## src/rtl/hazard_resolver.sv

```systemverilog
// Hazard resolver: turns decode-stage RAW hazard flags and EX/MEM status into
// stall, flush, bubble and forwarding-select controls for a 5-stage pipeline.
module hazard_resolver #(
  parameter int unsigned LOAD_LAT = 1,
  parameter int unsigned CNT_W    = 16
) (
  input  logic             clk_i,
  input  logic             rst_i,
  input  logic [3:0]       raw_hazards_i,
  input  logic             load_ex_i,
  input  logic             branch_taken_ex_i,
  input  logic             mem_busy_i,
  output logic             stall_pc_o,
  output logic             stall_dec_o,
  output logic             stall_ex_o,
  output logic             stall_mem_o,
  output logic             flush_dec_o,
  output logic             bubble_ex_o,
  output logic [1:0]       fwd_a_sel_o,
  output logic [1:0]       fwd_b_sel_o,
  output logic [CNT_W-1:0] stall_cycles_o
);

  localparam int unsigned LCNT_W = 2;

  localparam logic [1:0] FWD_RF  = 2'b00;
  localparam logic [1:0] FWD_MEM = 2'b01;
  localparam logic [1:0] FWD_WB  = 2'b10;

  typedef enum logic [1:0] {
    RUN        = 2'd0,
    LOAD_STALL = 2'd1,
    MEM_WAIT   = 2'd2
  } state_e;

  state_e              state_q, state_d;
  state_e              saved_q, saved_d;
  state_e              eff_state;
  logic [LCNT_W-1:0]   lcnt_q, lcnt_d;
  logic [1:0]          fwd_a_q, fwd_a_d;
  logic [1:0]          fwd_b_q, fwd_b_d;
  logic [CNT_W-1:0]    cnt_q, cnt_d;
  logic                load_use;
  logic                stall_front, stall_back, flush_c, bubble_c;

  // Next-state, forwarding and control decode with priority mem_busy > branch > load-use > normal
  always_comb begin
    state_d     = state_q;
    saved_d     = saved_q;
    lcnt_d      = lcnt_q;
    fwd_a_d     = fwd_a_q;
    fwd_b_d     = fwd_b_q;
    stall_front = 1'b0;
    stall_back  = 1'b0;
    flush_c     = 1'b0;
    bubble_c    = 1'b0;
    // While frozen the saved state is what resumes as soon as memory is ready
    eff_state   = (state_q == MEM_WAIT) ? saved_q : state_q;
    load_use    = load_ex_i & (raw_hazards_i[0] | raw_hazards_i[2]);

    if (mem_busy_i) begin
      stall_front = 1'b1;
      stall_back  = 1'b1;
      state_d     = MEM_WAIT;
      saved_d     = eff_state;
    end else if (branch_taken_ex_i) begin
      flush_c  = 1'b1;
      bubble_c = 1'b1;
      fwd_a_d  = FWD_RF;
      fwd_b_d  = FWD_RF;
      lcnt_d   = '0;
      state_d  = RUN;
    end else if (eff_state == LOAD_STALL) begin
      stall_front = 1'b1;
      bubble_c    = 1'b1;
      fwd_a_d     = FWD_RF;
      fwd_b_d     = FWD_RF;
      lcnt_d      = lcnt_q - LCNT_W'(1);
      state_d     = (lcnt_q == LCNT_W'(1)) ? RUN : LOAD_STALL;
    end else if (load_use) begin
      stall_front = 1'b1;
      bubble_c    = 1'b1;
      fwd_a_d     = FWD_RF;
      fwd_b_d     = FWD_RF;
      if (LOAD_LAT > 1) begin
        state_d = LOAD_STALL;
        lcnt_d  = LCNT_W'(LOAD_LAT - 1);
      end else begin
        state_d = RUN;
      end
    end else begin
      state_d = RUN;
      // Youngest producer (EX) wins over the older one (MEM)
      fwd_a_d = raw_hazards_i[0] ? FWD_MEM : (raw_hazards_i[1] ? FWD_WB : FWD_RF);
      fwd_b_d = raw_hazards_i[2] ? FWD_MEM : (raw_hazards_i[3] ? FWD_WB : FWD_RF);
    end

    cnt_d = (stall_front && (cnt_q != {CNT_W{1'b1}})) ? cnt_q + CNT_W'(1) : cnt_q;
  end

  // State, saved state, load counter, forwarding selects and stall counter
  always_ff @(posedge clk_i) begin
    if (rst_i) begin
      state_q <= RUN;
      saved_q <= RUN;
      lcnt_q  <= '0;
      fwd_a_q <= FWD_RF;
      fwd_b_q <= FWD_RF;
      cnt_q   <= '0;
    end else begin
      state_q <= state_d;
      saved_q <= saved_d;
      lcnt_q  <= lcnt_d;
      fwd_a_q <= fwd_a_d;
      fwd_b_q <= fwd_b_d;
      cnt_q   <= cnt_d;
    end
  end

  // Controls are forced quiet while reset is asserted
  assign stall_pc_o     = stall_front & ~rst_i;
  assign stall_dec_o    = stall_front & ~rst_i;
  assign stall_ex_o     = stall_back  & ~rst_i;
  assign stall_mem_o    = stall_back  & ~rst_i;
  assign flush_dec_o    = flush_c     & ~rst_i;
  assign bubble_ex_o    = bubble_c    & ~rst_i;
  assign fwd_a_sel_o    = fwd_a_q;
  assign fwd_b_sel_o    = fwd_b_q;
  assign stall_cycles_o = cnt_q;

endmodule

```

## config.mk

```make
export PLATFORM = sky130hd
export DESIGN_NAME = hazard_resolver
export DESIGN_NICKNAME = d
export VERILOG_FILES = /design/src/rtl/hazard_resolver.sv
export SDC_FILE = /design/constraint.sdc
export NUM_CORES = 1
export LEC_CHECK = 0
export ABC_AREA = 1
export ABC_CLOCK_PERIOD_IN_PS = 2100
export BUFFER_PORTS_ARGS = -buffer_cell sky130_fd_sc_hd__buf_2
export CAP_MARGIN = 25
export CORE_MARGIN = 2
export CORE_UTILIZATION = 30
export DETAILED_ROUTE_END_ITERATION = 16
export PLACE_DENSITY = 0.47
export RECOVER_POWER = 25
export REMOVE_ABC_BUFFERS = 1
export SYNTH_ARGS = -nofsm -noshare
export SYNTH_HDL_FRONTEND = slang
export SYNTH_SLANG_ARGS = --single-unit
export TNS_END_PERCENT = 100
```

## constraint.sdc

```tcl
create_clock -name clk_i -period 2.1 [get_ports clk_i]
set_input_delay 0.42 -clock clk_i [delete_from_list [all_inputs] [get_ports clk_i]]
set_output_delay 0.42 -clock clk_i [all_outputs]
set_load 0.005 [all_outputs]
```

======== Yosys cells after proc, flatten, opt, wreduce, memory -nomap -nowiden ========
Cells that the tools add are included.
Widths: inputs -> output; s select.
word-level totals
  bits in registers ....................... 26
  bits of input ports ..................... 9
  word-level logic and storage cells ...... 52
operators by class
  add/sub/neg operators ................... 2
  equality and inequality tests ........... 4
  multiplexer cells ....................... 26
  bitwise gates (word level) .............. 9
  reduce and logical (&&, ||, !) cells .... 4
operator list
  kind                   count
  $mux 2                 14
  $add 16x1->16 const B  1
  $ne 16x16->1 const B   1
  $mux 1                 12
  $and 1x1->1            5
  $eq 2x1->1 const B     2
  $reduce_or 4->1        1
  $not 1->1              3
  $eq 2x2->1 const B     1
  $reduce_and 2->1       1
  $reduce_bool 2->1      1
  $sub 2x1->2 const B    1
  $logic_and 1x1->1      1
  $or 1x1->1             1

======== Logic depth before layout (Yosys ltp) ========
Gate-level depths: netlist (run 1).
  word-level depth ........................ 7
  mapped depth ............................ 10

======== Worst setup path before layout (run 1) ========
Ideal clock, no wire load.
  kind .................................... input to output
  from .................................... input port rst_i
  to ...................................... output port stall_pc_o
  arrival ................................. 1.298 ns
  required time ........................... 1.680 ns
  path slack .............................. 0.382 ns
  stages .................................. 4
  buffers on the path ..................... 3
  cells stage by stage .................... buf_2 buf_1 nor2_1 buf_4
on the way
  cells in the longest elaborated chain, start to end .. 2
ends and longest elaborated chain
  item                RTL line  RTL
  start: declaration  8         input logic rst_i,
  $not 1->1           -
  $and 1x1->1         -
  end: declaration    13        output logic stall_pc_o,
No other way between the ends.

======== Worst setup path in the final report (run 1) ========
  from .................................... register saved_q[1]
  to ...................................... output port stall_pc_o
on the way
  cells in the longest elaborated chain, start to end .. 6
ends and longest elaborated chain
  item                      RTL line  RTL
  start: declaration        37        state_e saved_q, saved_d;
  start signal: assignment  112       saved_q <= saved_d;
  $mux 2                    58        eff_state = (state_q == MEM_WAIT) ? saved_q : state_q;
  $eq 2x1->1                73        end else if (eff_state == LOAD_STALL) begin
  $mux 1                    73
  $mux 1                    66        end else if (branch_taken_ex_i) begin
  $mux 1                    61        if (mem_busy_i) begin
  $and 1x1->1               121       assign stall_pc_o = stall_front & ~rst_i;
No other way between the ends.

==> results of run 1 <==
## per-stage QoR
stage               instances  cell area [µm²]
floorplan                 218             1470
global placement          322             1740
detailed placement        322             1740
CTS                       325             1780
global route              325             1770
finish                    326             1780
## registers in the layout, indices dropped and copies added, names as in the netlist
name and flops:
state_q 2, fwd_a_sel_o 2, lcnt_q 2, fwd_b_sel_o 2, saved_q 2, stall_cycles_o 16
## placed cells by master, fill, tap and decap left out, types with 2 or more instances in the layout
| cell type | instances |
|---|---|
| a21oi_1 | 5 |
| a21oi_2 | 10 |
| buf_2 | 27 |
| buf_4 | 2 |
| clkbuf_1 | 7 |
| clkbuf_8 | 3 |
| dfxtp_1 | 26 |
| ha_1 | 2 |
| inv_1 | 18 |
| inv_2 | 4 |
| nand2_1 | 74 |
| nand2_2 | 5 |
| nand2_4 | 2 |
| nand3_1 | 7 |
| nand4_1 | 7 |
| nor2_1 | 30 |
| nor2_2 | 3 |
| nor2_4 | 2 |
| o21ai_0 | 9 |
| xnor2_1 | 4 |
| xor2_1 | 3 |
## synth_stat cells (2+ instances only)
cell type	instances
a21oi_2	10
inv_1	18
nor2_1	30
inv_2	4
a21oi_1	5
nand4_1	7
nor2_4	2
o21ai_0	9
ha_1	2
nor2_2	3
nand2_2	5
nand2_1	74
buf_4	2
dfxtp_1	26
xor2_1	3
nand2_4	2
xnor2_1	4
nand3_1	7
## cell type report
cell class / count / share of cell area [%]
antenna: 1 / 0.141
tap: 67 / 4.72
multi-input combinational: 168 / 48.0
sequential: 26 / 29.3
clock buffer: 3 / 2.32
inverter: 24 / 5.14
timing repair buffer: 37 / 10.4
## routing by layer
metal / global-route usage (%) / vias to the layer above
met5: 0 / -
met2: 22.9 / 26
met1: 17.6 / 612
met4: 2.34 / 0
met3: 3.48 / 2
li1: - / 777
## where the power goes
group          internal (mW)  switching [mW]  leakage [nW]
logic                 0.0371          0.0668         0.525
registers              0.503         0.00993         0.211
clock network          0.128           0.154        0.0216
## worst max-delay path: stages (launching register included)
cell and delay, ns:
dfxtp_1 0.32, o21ai_1 0.17, nand2_1 0.17, nand2_4 0.12, nand2_1 0.11, nor2_1 0.13, buf_2 0.13
## kinds of logic (layout without fill, tap and decap cells)
family,after synthesis,in the layout
compound gates,27,27
xor+xnor,7,7
fa+ha+maj,2,2
buf+inv,30,64
flops,26,26
other cells,0,1
simple gates,132,132
## worst max path at each step
stage / startpoint / end / cells after the start
6_report: saved_q[1] / stall_pc_o / 6
5_1_grt: saved_q[1] / stall_dec_o / 6
4_1_cts: saved_q[1] / stall_pc_o / 6
3_5_place_dp: raw_hazards_i[2] / stall_pc_o / 8
3_3_place_gp: raw_hazards_i[2] / stall_dec_o / 8
2_1_floorplan: load_ex_i / stall_dec_o / 6
==> flow_summary_export.csv, run 1 <==
group,metric,value,unit
cts,cts_hold_buffers,0,
timing,setup_viol,0,
detailed_routing,routedWlPerCell,11.0,µm
pwr,finalPower,0.900,mW
grt,gr-total-overflow,0,
cts,cts.clk_slew.worst_paths,0.09,ns
synth,synth-edff-count,0,
floorplanning,ios,35,
place,dp_hpwl,2.66,mm
synth,synth_top_family_by_area,"simple AND/OR/NAND/NOR gates",
synth,yosysWarningCount,0,
floorplanning,die_y,75.2,µm
detailed_routing,via_count,1417,
run,drv_cap,0,
final_layout,finish.utilization,36.9,%
floorplanning,die-area,0.00565,mm²
cts,clockBufferDepth,2,
synth,synth_area_per_cell,6.79,µm²
pwr,cellLeakagePower,0.758,nW
grt,grt_max_degree,20,
cts,cts_tree,"done",
min_path,hold-path-endpoint,"state_q[0]",
synth,synth_fa_ha_area_share,1.65,%
detailed_routing,wl_met1,1.80,mm
final_layout,drive_gt1_share,23.6,%
pwr,vdd_drop_max,0.216,mV
setup_path,cp.arrival,1.42,ns
place,routabilityCongestion,0.763,
timing,finClkSkew,0.00359,ns
timing,max_freq,0.545,GHz
synth,synth_compound_area_share,11.8,%
pwr,power_density,506,mW/mm²
place,pre_cts_slack,0.385,ns
synth,yosys_most_used_dff,"dfxtp_1",
synth,ys_top_cells_by_area,"dfxtp_1 34%, nand2_1 18%, nor2_1 7.4%",
synth,synth.distinct_cells,29,
detailed_routing,ant_nets,0,
timing,setup-tns-final,0,ns
timing,hold_viol_final,0,
timing,slew_headroom,72.2,%
synth,synth_xor_area_share,4.03,%
cts,cts_setup_buffers,0,
setup_path,r2r-end,"stall_cycles_o[11]",
cts,cts_max_level,1,
synth,synth_top_area_share,34.2,%
setup_path,required,1.68,ns
detailed_routing,route.met2.wl,1.59,mm
final_layout,synthToLayoutAreaGrowth,16.9,%
synth,netlist_instances,224,
synth,synthSimpleGateAreaFrac,38.7,%
setup_path,criticalPathCategory,"flip-flop to primary output",
detailed_routing,drc_errors,0,
timing,finalHoldWorstSlack,0.347,ns
floorplanning,start_util,31.6,%
timing,min_period,1.84,ns
detailed_routing,top_layer,"met4",
setup_path,worst-path-max-fanout,4,
timing,rsz0062_at_grt,"no",
min_path,hold_class,"primary input to flip-flop",
floorplanning,core_area,0.00482,mm²
grt,grt_use_total,13.5,%
synth,netlist_area,0.00152,mm²
status,status,"finished, final reports clean",
timing,tightest_slew,0.416,ns
cts,clkSinkCount,26,
timing,maxSlewViolCount,0,
cts,clk_latency,0.27,ns
grt,grt_pass1_vias,1313,
synth,yosysSeqAreaShare,34.2,%
synth,ys_ff_latch,26,
timing,finalCritPeriodShare,87.5,%
final_layout,multi_input_area,853,µm²
setup_path,start_kind,"flip-flop",
setup_path,r2r_cells,8,
detailed_routing,routed-wl-met3,184,µm
grt,grt_pass1_wl,6.00,mm
synth,synth_top_cell_by_area,"dfxtp_1",
grt,antenna_found_initial,1,
timing,worst_slack,0.263,ns
final_layout,fillCellCount,541,
floorplanning,rows,25,
setup_path,r2r-start,"stall_cycles_o[0]",
detailed_routing,via_per_inst,4.35,
cts,cts_buffers,3,
synth,synth.area.mux_share,0,%
cts,clockRootBuffer,"clkbuf_8",
final_layout,register_area,520,µm²
detailed_routing,finalWirelength,3.58,mm
final_layout,finalNetCount,271,
detailed_routing,dr.pass1.iters,4,
cts,cts_resized,0,
detailed_routing,first_iter_violations,33,
synth,async_reset_ff_share,0,%
setup_path,cp-end-kind,"primary output",
place,portBuffers,34,
setup_path,rrSetupSlack,0.44,ns
min_path,hold-path-cell-count,2,
floorplanning,die_w,75.2,µm
min_path,hold_start,"branch_taken_ex_i",
Power figures use the tool's default switching activity.
==> run 2: changes to the inputs <==
Settings changed: CORE_UTILIZATION 30 to 34, PLACE_DENSITY 0.47 to 0.52.
==> run 2 against run 1 <==
Combinational power barely moved. Total power rose by 16%. Clock-buffer cell count did not move. Maximum frequency fell by 0.78%. Register-to-register slack improved by 0.02 ns. First-iteration DRC count fell by 12%. Hold slack got worse by 0.012 ns.
==> flow_summary_export.csv, run 2 (synthesis gave the netlist of run 1 again) <==
group,metric,value,unit
setup_path,timing.critical_path.mode_cell,"nand2_1",
timing,setup-tns-final,0,ns
cts,clockBufferDepth,2,
cts,cts.clk_slew.worst_paths,0.10,ns
min_path,hold_class,"primary input to flip-flop",
cts,cts_buffers,3,
detailed_routing,dr.pass1.iters,4,
cts,cts_tree,"done",
detailed_routing,drc_errors,0,
floorplanning,ios,35,
timing,rsz0062_at_grt,"no",
setup_path,crit_chain,"o21ai_1 > nand2_1 > nand2_4 > nand2_1 > nor2_1 > buf_2",
detailed_routing,via_count,1415,
floorplanning,die_y,70.9,µm
cts,clkSinkCount,26,
pwr,power_density,582,mW/mm²
cts,cts_resized,0,
timing,max_freq,0.540,GHz
floorplanning,die-area,0.00502,mm²
grt,grt_pass1_wl,6.06,mm
pwr,vdd_drop_max,0.231,mV
grt,antenna_found_initial,0,
setup_path,start_kind,"flip-flop",
pwr,cellLeakagePower,0.786,nW
final_layout,largest_reg_flops,16,
timing,slew_headroom,66.3,%
detailed_routing,routedWlPerCell,11.2,µm
cts,cts_setup_buffers,0,
floorplanning,start_util,35.2,%
setup_path,required,1.68,ns
run,drv_cap,0,
detailed_routing,first_iter_violations,29,
timing,hold_viol_final,0,
timing,finalCritPeriodShare,88.1,%
pwr,p_clk_share,40.8,%
timing,finClkSkew,0.00866,ns
final_layout,mostFrequentLayoutCells,"74 x nand2_1, 31 x buf_2, 30 x nor2_1, 26 x dfxtp_1, 18 x inv_1",
pwr,internal_power,0.796,mW
timing,maxSlewViolCount,0,
floorplanning,die_w,70.9,µm
place,routabilityCongestion,0.798,
pwr,power_frac_comb,10.0,%
detailed_routing,finalWirelength,3.49,mm
pwr,p_switching,0.246,mW
final_layout,multi_input_area,853,µm²
place,dp_hpwl,2.65,mm
final_layout,synthToLayoutAreaGrowth,17.8,%
final_layout,post-route-cell-area,0.00179,mm²
grt,gr-total-overflow,0,
place,portBuffers,34,
status,status,"finished, final reports clean",
cts,clk_latency,0.28,ns
setup_path,cp.arrival,1.43,ns
final_layout,final_common_cell,"nand2_1",
final_layout,drive_gt1_share,25.0,%
floorplanning,rows,24,
timing,min_period,1.85,ns
cts,clockRootBuffer,"clkbuf_8",
detailed_routing,ant_nets,0,
grt,grt_pass1_vias,1382,
timing,tightest_slew,0.506,ns
cts,cts_hold_buffers,0,
timing,setup_viol,0,
final_layout,register_area,520,µm²
pwr,seqPwrFrac,49.2,%
setup_path,crit_slowest_cell,"dfxtp_1",
grt,grt_use_total,15.1,%
pwr,switching_share,23.6,%
setup_path,worst-path-max-fanout,4,
grt,grt_max_degree,17,
cts,cts_max_level,1,
final_layout,n_antenna_cell,0,
final_layout,fillCellCount,497,
detailed_routing,via_per_inst,4.54,
setup_path,max_stage_delay,0.32,ns
floorplanning,core_area,0.00432,mm²
final_layout,finalNetCount,272,
setup_path,criticalPathCategory,"flip-flop to primary output",
setup_path,cp-end-kind,"primary output",
place,placed_area,0.00173,mm²
==> run 2: worst max-delay path: cells and delay by family (launching register included) <==
| family | cells | cell delay [ns] |
|---|---|---|
| simple gates | 4 | 0.53 |
| compound gates | 1 | 0.16 |
| flops | 1 | 0.32 |
| buf+inv | 1 | 0.14 |
==> run 2: through the flow <==
stage | util, % | setup WS, ns | instances | hold WS [ns] | total power [mW]
4_1_cts | 41.7 | 0.222 | 312 | 0.327 | 1.06
6_report | 41.4 | 0.249 | 312 | 0.334 | 1.04
5_1_grt | 41.4 | 0.0968 | 312 | 0.345 | 1.09
3_3_place_gp | 40.0 | 0.415 | 308 | 0.433 | 0.634
2_1_floorplan | - | 0.661 | 218 | 0.429 | 0.580
3_5_place_dp | 40.0 | 0.405 | 308 | 0.438 | 0.634
==> run 2: area by class of cell <==
type,count,share of cell area (%)
Multi-Input combinational cell,168,47.7
Inverter,24,5.10
Timing Repair Buffer,38,10.6
Clock buffer,3,2.31
Tap cell,52,3.63
Sequential cell,26,29.1
Clock inverter,1,1.68
==> run 2: layer usage <==
metal  share of wire (%)  up-vias  track usage [%]
li1                    -      776                -
met1                  50      603             20.1
met2                  44       32             23.9
met3                 5.4        4             3.56
met4                 1.4        0             5.66
met5                   0        -                0
==> run 2: final timing paths <==
path | slack, ns | from | endpoint | depth (start not counted)
hold / removal | 0.33 | branch_taken_ex_i | state_q[0] | 2
setup / recovery | 0.25 | saved_q[1] | stall_dec_o | 6
hold reg to reg | 0.46 | fwd_a_sel_o[0] | fwd_a_sel_o[0] | 2
setup reg to reg | 0.46 | stall_cycles_o[0] | stall_cycles_o[4] | 8
==> run 2: power by group through the flow <==
stage	registers [mW]	clock network (mW)	logic, mW
after CTS	0.513	0.440	0.109
after floorplan	0.524	0	0.0563
after global routing	0.516	0.457	0.120
final	0.513	0.425	0.104
after global placement	0.525	0	0.110
after detailed placement	0.525	0	0.109
==> run 3: changes to the inputs <==
Settings changed: CAP_MARGIN 25 to 20, PLACE_DENSITY 0.52 to default.
==> run 3 against run 2 <==
Sequential cell count did not move. Core utilization fell by 0.64 points. Cell area fell by 1.5%. Final cell count fell by 0.64%. Combinational power fell by 4%. Sequential power barely moved. Maximum frequency fell by 0.18%. Routed wire length fell by 4.7%. First-iteration DRC count rose by 48%. Sequential share of layout area rose by 0.45 points. Worst setup slack got worse by 0.0034 ns. Register-to-register slack barely moved. Critical path type unchanged. Critical endpoint is now stall_pc_o. Largest cell class unchanged. Highest routed layer is now met5.
==> flow_summary_export.csv, run 3 (synthesis gave the netlist of run 1 again) <==
group,metric,value,unit
floorplanning,die-area,0.00502,mm²
final_layout,n_antenna_cell,0,
status,status,"finished, final reports clean",
pwr,switching_share,25.1,%
final_layout,mostFrequentLayoutCells,"74 x nand2_1, 31 x buf_2, 30 x nor2_1, 26 x dfxtp_1, 18 x inv_1",
pwr,vdd_drop_max,0.284,mV
min_path,hold-path-endpoint,"state_q[0]",
cts,cts_max_level,1,
grt,antenna_found_initial,1,
detailed_routing,ant_nets,0,
grt,grt_use_total,14.4,%
timing,finClkSkew,0.00372,ns
setup_path,cp.arrival,1.43,ns
timing,rsz0062_at_grt,"no",
setup_path,criticalPathCategory,"flip-flop to primary output",
detailed_routing,finalWirelength,3.32,mm
pwr,internal_power,0.706,mW
setup_path,required,1.68,ns
pwr,p_switching,0.237,mW
pwr,power_frac_comb,10.6,%
setup_path,max_stage_delay,0.32,ns
place,routabilityCongestion,0.867,
place,dp_hpwl,2.45,mm
place,pre_cts_slack,0.379,ns
timing,finalCritPeriodShare,88.3,%
cts,clk_latency,0.27,ns
detailed_routing,first_iter_violations,43,
timing,tightest_slew,0.459,ns
setup_path,timing.critical_path.mode_cell,"nand2_1",
place,placed_cells,306,
timing,hold_viol_final,0,
timing,worst_slack,0.246,ns
cts,cts_tree,"done",
setup_path,start_kind,"flip-flop",
pwr,p_clk_share,35.0,%
min_path,hold-path-cell-count,2,
min_path,hold_class,"primary input to flip-flop",
timing,max_freq,0.539,GHz
timing,setup_viol,0,
setup_path,r2r-end,"stall_cycles_o[2]",
timing,maxSlewViolCount,0,
timing,finalHoldWorstSlack,0.344,ns
detailed_routing,dr.pass1.iters,4,
cts,clockRootBuffer,"clkbuf_8",
cts,cts_setup_buffers,0,
timing,slew_headroom,69.3,%
grt,grt_max_degree,21,
setup_path,crit_slowest_cell,"dfxtp_1",
final_layout,finalNonFillerCells,310,
detailed_routing,via_per_inst,4.62,
final_layout,synthToLayoutAreaGrowth,16.0,%
final_layout,fillCellCount,474,
floorplanning,rows,24,
setup_path,rrSetupSlack,0.47,ns
pwr,power_density,535,mW/mm²
detailed_routing,via_count,1432,
setup_path,worst-path-max-fanout,4,
floorplanning,ios,35,
cts,cts_hold_buffers,0,
setup_path,r2r_cells,8,
final_layout,largest_reg_flops,16,
grt,gr-total-overflow,0,
detailed_routing,drc_errors,0,
timing,setup-tns-final,0,ns
final_layout,final_common_cell,"nand2_1",
detailed_routing,routedWlPerCell,10.7,µm
run,drv_cap,0,
cts,cts.clk_slew.worst_paths,0.09,ns
final_layout,finish.utilization,40.8,%
place,portBuffers,34,
floorplanning,start_util,35.2,%
cts,cts_resized,0,
floorplanning,die_y,70.9,µm
pwr,seqPwrFrac,54.4,%
floorplanning,core_area,0.00432,mm²
cts,clockBufferDepth,2,
setup_path,cp-end-kind,"primary output",
final_layout,finalNetCount,270,
grt,grt_pass1_wl,5.91,mm
cts,cts_buffers,3,
final_layout,multi_input_area,853,µm²
final_layout,drive_gt1_share,24.8,%
cts,clkSinkCount,26,
final_layout,register_area,520,µm²
grt,grt_pass1_vias,1260,
setup_path,crit_chain,"o21ai_1 > nand2_1 > nand2_4 > nand2_1 > nor2_1 > buf_2",
floorplanning,die_w,70.9,µm
setup_path,r2r-start,"stall_cycles_o[0]",
pwr,cellLeakagePower,0.773,nW
timing,min_period,1.85,ns
min_path,hold_start,"branch_taken_ex_i",
## run 3: cell count changes in the layout (fill, tap and decap cells not counted)
cell	previous run	this run
buf_4	2	1
clkbuf_8	3	4
clkbuf_1	5	4
bufinv_16	1	0
## run 3: power by group through the flow
stage	sequential (mW)	clock [mW]	combinational, mW
5_1_grt	0.516	0.365	0.117
6_report	0.513	0.330	0.100
3_5_place_dp	0.525	0	0.104
2_1_floorplan	0.524	0	0.0563
4_1_cts	0.513	0.348	0.105
3_3_place_gp	0.525	0	0.105
## run 3: worst max path at each step
stage | end | slack, ns | cells past startpoint | startpoint
floorplan | stall_dec_o | 0.66 | 6 | load_ex_i
global placement | bubble_ex_o | 0.36 | 5 | mem_busy_i
detailed placement | bubble_ex_o | 0.38 | 5 | mem_busy_i
CTS | stall_pc_o | 0.23 | 6 | state_q[0]
global route | stall_dec_o | 0.06 | 6 | state_q[0]
finish | stall_pc_o | 0.25 | 6 | saved_q[1]
## run 3: per-stage QoR
step	power (mW)	area (µm²)
final	0.943	1760
after global routing	0.998	1760
after CTS	0.966	1770
after detailed placement	0.629	1720
after global placement	0.630	1720
after floorplan	0.580	1470
## run 3: final cells by class
type                            instances  share of cell area [%]
Clock buffer                            4                    3.12
Inverter                               24                    5.18
Multi-Input combinational cell        168                    48.4
Sequential cell                        26                    29.5
Tap cell                               52                    3.69
Timing Repair Buffer                   36                    10.1
## run 3: layer usage
metal	up-vias	GRT usage (%)	wire length, µm
met1	616	19.3	1660
li1	778	-	-
met5	-	0	12
met3	4	4.99	221
met4	2	3.77	21
met2	32	22.3	1410
## run 3: critical path, delay by kind of cell, from the launching register on
family	cells	cell delay, ns
compound gates	1	0.17
simple gates	4	0.53
flops	1	0.32
buf+inv	1	0.14
